==> config.mk <==
export PLATFORM = sky130hd
export DESIGN_NAME = rtc_trig
export DESIGN_NICKNAME = d
export VERILOG_FILES = /design/src/rtl/rtc_trig.sv
export SDC_FILE = /design/constraint.sdc
export NUM_CORES = 1
export LEC_CHECK = 0
export ABC_AREA = 1
export BUFFER_PORTS_ARGS = -buffer_cell sky130_fd_sc_hd__buf_2
export CELL_PAD_IN_SITES_DETAIL_PLACEMENT = 1
export CELL_PAD_IN_SITES_GLOBAL_PLACEMENT = 1
export CORE_UTILIZATION = 40
export DETAILED_ROUTE_END_ITERATION = 8
export HOLD_SLACK_MARGIN = 0.12
export PLACE_DENSITY_LB_ADDON = 0.1
export SYNTH_ARGS = -nofsm -noshare
export SYNTH_HDL_FRONTEND = slang
export SYNTH_SLANG_ARGS = --single-unit
export TNS_END_PERCENT = 50
==> constraint.sdc <==
create_clock -name clk -period 6.2 [get_ports clk]
set_clock_uncertainty 0.1 [all_clocks]
set_input_delay 0.31 -clock clk [delete_from_list [all_inputs] [get_ports clk]]
set_output_delay 0.31 -clock clk [all_outputs]
set_load 0.03 [all_outputs]
==> src/rtl/rtc_trig.sv <==
// Time-triggered event generator: watches the RTC time bus and emits a
// programmable-width pulse when a one-shot or periodic target is reached.
module rtc_trig #(
  parameter int PW_W  = 16,
  parameter int CNT_W = 32
) (
  input  logic             clk,
  input  logic             rst,
  input  logic [37:0]      time_reg_ns,
  input  logic [47:0]      time_reg_sec,
  input  logic [37:0]      time_acc_modulo,
  input  logic             trig_ld,
  input  logic             trig_cancel,
  input  logic [37:0]      trig_ns_in,
  input  logic [47:0]      trig_sec_in,
  input  logic [37:0]      period_ns_in,
  input  logic [15:0]      period_sec_in,
  input  logic [PW_W-1:0]  pulse_width,
  output logic             trig_out,
  output logic             trig_armed,
  output logic             trig_late,
  output logic             trig_err,
  output logic [CNT_W-1:0] trig_cnt
);

  typedef enum logic [1:0] {
    IDLE  = 2'd0,
    ARMED = 2'd1,
    PULSE = 2'd2
  } state_t;

  localparam logic [PW_W-1:0]  PW_ONE  = 1;
  localparam logic [CNT_W-1:0] CNT_ONE = 1;

  state_t           state;
  logic [37:0]      tgt_ns;
  logic [47:0]      tgt_sec;
  logic [37:0]      per_ns;
  logic [15:0]      per_sec;
  logic [PW_W-1:0]  width;
  logic [PW_W-1:0]  wcnt;
  logic             first;

  logic             hit;
  logic             periodic;
  logic             bad_period;
  logic [38:0]      ns_sum;
  logic [38:0]      ns_red;
  logic             ns_wrap;
  logic [37:0]      nxt_ns;
  logic [47:0]      nxt_sec;
  logic [PW_W-1:0]  pw_eff;

  // Both time buses are compared as one 86-bit unsigned value, so an
  // out-of-range target ns is honoured exactly as programmed.
  assign hit        = {time_reg_sec, time_reg_ns} >= {tgt_sec, tgt_ns};
  assign periodic   = (per_ns != 38'd0) || (per_sec != 16'd0);
  assign bad_period = period_ns_in >= time_acc_modulo;
  assign pw_eff     = (pulse_width == {PW_W{1'b0}}) ? PW_ONE : pulse_width;

  assign ns_sum  = {1'b0, tgt_ns} + {1'b0, per_ns};
  assign ns_red  = ns_sum - {1'b0, time_acc_modulo};
  assign ns_wrap = ns_sum >= {1'b0, time_acc_modulo};
  assign nxt_ns  = ns_wrap ? ns_red[37:0] : ns_sum[37:0];
  assign nxt_sec = tgt_sec + {32'd0, per_sec} + {47'd0, ns_wrap};

  // Trigger FSM with command handling, pulse timing and target reload
  always_ff @(posedge clk) begin
    if (rst) begin
      state      <= IDLE;
      tgt_ns     <= 38'd0;
      tgt_sec    <= 48'd0;
      per_ns     <= 38'd0;
      per_sec    <= 16'd0;
      width      <= {PW_W{1'b0}};
      wcnt       <= {PW_W{1'b0}};
      first      <= 1'b0;
      trig_out   <= 1'b0;
      trig_armed <= 1'b0;
      trig_late  <= 1'b0;
      trig_err   <= 1'b0;
      trig_cnt   <= {CNT_W{1'b0}};
    end else begin
      trig_late <= 1'b0;
      trig_err  <= 1'b0;
      if (trig_cancel) begin
        state      <= IDLE;
        trig_out   <= 1'b0;
        trig_armed <= 1'b0;
      end else if (trig_ld) begin
        // A rejected load freezes everything for this cycle.
        if (bad_period) begin
          trig_err <= 1'b1;
        end else begin
          tgt_ns     <= trig_ns_in;
          tgt_sec    <= trig_sec_in;
          per_ns     <= period_ns_in;
          per_sec    <= period_sec_in;
          width      <= pw_eff;
          first      <= 1'b1;
          state      <= ARMED;
          trig_out   <= 1'b0;
          trig_armed <= 1'b1;
        end
      end else begin
        case (state)
          IDLE: begin
            trig_out   <= 1'b0;
            trig_armed <= 1'b0;
          end
          ARMED: begin
            first <= 1'b0;
            if (hit) begin
              trig_out  <= 1'b1;
              trig_cnt  <= trig_cnt + CNT_ONE;
              trig_late <= first;
              wcnt      <= width - PW_ONE;
              state     <= PULSE;
              if (periodic) begin
                tgt_ns  <= nxt_ns;
                tgt_sec <= nxt_sec;
              end else begin
                tgt_ns  <= tgt_ns;
                tgt_sec <= tgt_sec;
              end
            end else begin
              trig_out <= 1'b0;
            end
          end
          PULSE: begin
            if (wcnt == {PW_W{1'b0}}) begin
              trig_out <= 1'b0;
              // Re-arming counts as a fresh arm, so an already-passed
              // next target fires immediately and is flagged late.
              if (periodic) begin
                state <= ARMED;
                first <= 1'b1;
              end else begin
                state      <= IDLE;
                trig_armed <= 1'b0;
              end
            end else begin
              wcnt <= wcnt - PW_ONE;
            end
          end
          default: begin
            state      <= IDLE;
            trig_out   <= 1'b0;
            trig_armed <= 1'b0;
          end
        endcase
      end
    end
  end

endmodule
==> flow_summary.toml <==
[status]
outcome = "completed"

[grt]
grt_max_degree = 86
grt_pass1_vias = 27421
grt_usage_pct = 35.7
antenna_found_initial = 9
gr-total-overflow = 0
grt_pass1_wl_mm = 155

[drt]
postRouteWirelength_mm = 100
drc = 0
ant_nets = 0
wl_per_cell_um = 20.4
dr.pass1.iters = 6
via_count = 26637
avgViaCountPerCell = 5.41
dr.first_iter.drc_count = 1808

[logic_synthesis]
syn-num-nets = 4259
synth-main-ff-cell = "dfxtp_1"
yosysUniqueCellTypes = 48
netlist_instances = 3754
syn_area_per_cell_um2 = 5.77
synth_area_leaders = "nand2_1, dfxtp_1, ha_1"
synth_enable_flop_cells = 0
netlist_area_um2 = 21700
synth_area_leader_cell = "nand2_1"
post-synth-top-count-cell = "nand2_1"
yosysWarnings = 0
yosysSeqAreaShare_pct = 19.5
synth_top_area_share_pct = 20.1
synth_common_cells = "nand2_1, nor2_1, inv_1"
synth-async-reset-ratio_pct = 0
ys_seq_elements = 211

[sta]
report.final.slew_viol_count = 0
setup-tns-final_ns = 0
period_needed_ns = 5.89
timing.final.crit_share_pct = 94.9
max_freq_mhz = 170
hold_viol = 0
setup_ws_ns = 0.314
tightest_slew_ns = 1.23
relSlewSlack_pct = 17.7
final-setup-viol-count = 0

[critical_path]
required_ns = 6.52
critPathLaunchType = "flop"
rrSetupSlack_ns = 0.31
reg2reg_from = "per_ns[2]$_SDFFE_PP0P_"
critPathMaxFanout = 6
crit_path_frequent_cell = "nand2_1"
slowest_stage = "fa_1"
reg2reg_to = "tgt_sec[20]$_SDFFE_PP0P_"
cp.arrival_ns = 6.21
slowest_delay_ns = 0.42
worstSetupPathType = "flop to flop"
endpoint_kind = "flop"
ff2ff_path_depth = 37

[pwr]
ir_drop_v = 0.000199
finalPower_mw = 5.25
p_per_area_nw_per_um2 = 197
leakage_nw = 13.4

[layout]
nets = 4710
design_area_um2 = 26700
utilization_pct = 50.2
syn_to_final_growth_pct = 23.0
drive_gt1_share_pct = 12.1

[hold_path]
hp-class = "primary input to flop"
whs_path_depth = 5
min_from = "trig_sec_in[0]"
hold_end = "tgt_sec[0]$_SDFFE_PP0P_"

[floorplan]
initial_utilization_pct = 40.8
io_pins = 320
core_um2 = 53100
die_y_um = 235
die_x_um = 235
fp-row-count = 84
dieArea_um2 = 55100

[placed_design]
place_ws_ns = 0.0576
numPortBuffers = 319
gp_congestion = 0.984
placed_cell_area_um2 = 24000
dp_hpwl_mm = 77.4

[clocking]
clkTransAtPathRegs_ns = 0.06
cts_inserted_buffers = 28
post-cts-setup-buffers = 0
cts_tree = "built"
cts_max_level = 1
clock_latency_ns = 0.59
clk_path_buf_depth = 3
root_buffer = "clkbuf_16"
cts.sinks = 211

[flow_run]
cap_viol_max_count = 0
state kept, by name (all words and copies together), names as in the netlist:
name,flops
trig_armed,1
trig_late,1
per_ns,38
trig_out,1
first,1
tgt_sec,48
tgt_ns,38
per_sec,16
wcnt,16
width,16
trig_err,1
trig_cnt,32
state,2
area by class of cell:
cell class / count / area [um^2]
clock buffers: 34 / 753
flip-flops and latches: 211 / 4230
clock inverters: 17 / 189
multi-input cells: 2946 / 15200
well taps: 688 / 861
fillers: 7492 / 26400
inverters: 496 / 1860
repair buffers: 522 / 3510
diodes: 11 / 27.5
report_power, final:
part	internal (mW)	switching, mW
registers	1.43	0.0793
clock network	0.991	0.724
logic	0.705	1.32
worst max path at each step:
stage                            start                        to  slack (ns)  cells after the start
6_report        per_ns[2]$_SDFFE_PP0P_  tgt_sec[20]$_SDFFE_PP0P_        0.31                     37
3_5_place_dp    tgt_ns[0]$_SDFFE_PP0P_  tgt_sec[42]$_SDFFE_PP0P_        0.06                     36
2_1_floorplan   tgt_ns[0]$_SDFFE_PP0P_  tgt_sec[26]$_SDFFE_PP0P_        0.74                     39
4_1_cts         tgt_ns[0]$_SDFFE_PP0P_  tgt_sec[26]$_SDFFE_PP0P_        0.03                     38
3_3_place_gp    tgt_ns[0]$_SDFFE_PP0P_  tgt_sec[42]$_SDFFE_PP0P_        0.19                     36
5_1_grt        per_ns[12]$_SDFFE_PP0P_  tgt_sec[26]$_SDFFE_PP0P_       -0.06                     34
placed cells by master, fill, tap and decap left out, drive strengths merged, types with 6 or more instances in the layout:
cell and instances:
dfxtp 211, nor3 51, clkinv 10, nand4 84, dlygate4sd3 155, a21oi 258, o21a 6, or2 10
nand2 1175, nand3 164, buf 367, xor2 71, and2 6, clkbuf 34, nor2 580, nand3b 9
o21bai 10, inv 496, o21ai 221, diode 11, nor4 24, ha 217, a21o 8, xnor2 37
worst max-delay path, delay by kind of cell, from the launching register on:
| family | cells | cell delay [ns] |
|---|---|---|
| adders and majority gates | 4 | 1.51 |
| xor gates and xnor gates | 1 | 0.26 |
| buffers and inverters | 4 | 0.47 |
| and+or+nand+nor | 23 | 2.39 |
| AOI/OAI and AO/OA | 5 | 0.59 |
| DFF | 1 | 0.38 |
per-layer routing:
layer  track usage, %  part of all wire (%)  vias up
li1                 -                     -    12887
met1             46.1                    45    12708
met2             61.7                    47      826
met3             2.93                   4.6      214
met4             13.8                   4.0        2
met5                0                 0.013        -
stage by stage:
step / hold slack, ns / instances
after CTS: 0.129 / 4914
after global placement: 0.342 / 4708
after global routing: 0.145 / 4921
final: 0.162 / 4925
after floorplan: 0.324 / 3754
after detailed placement: 0.353 / 4708
kinds of logic (layout without fill, tap and decap cells):
group                    count (synthesis)  after routing  synth area share [%]
AND/OR/NAND/NOR                       2107           2107                  40.0
buffers and inverters                  597           1069                  10.9
AO/OA/AOI/OAI                          508            508                  12.2
adder cells (fa/ha/maj)                221            221                  12.9
flip-flops                             211            211                  19.5
XOR/XNOR                               108            108                  4.37
multiplexers                             2              2                0.0982
other                                    0             11                     0
repair_timing:
item                                    CTS  global route
endpoints found under the hold margin   158             0
endpoints found under the setup margin    1            33
pin swaps                                 0             2
hold buffers                            155             0
gates resized for setup                   1            42
Power figures use the tool's default switching activity.
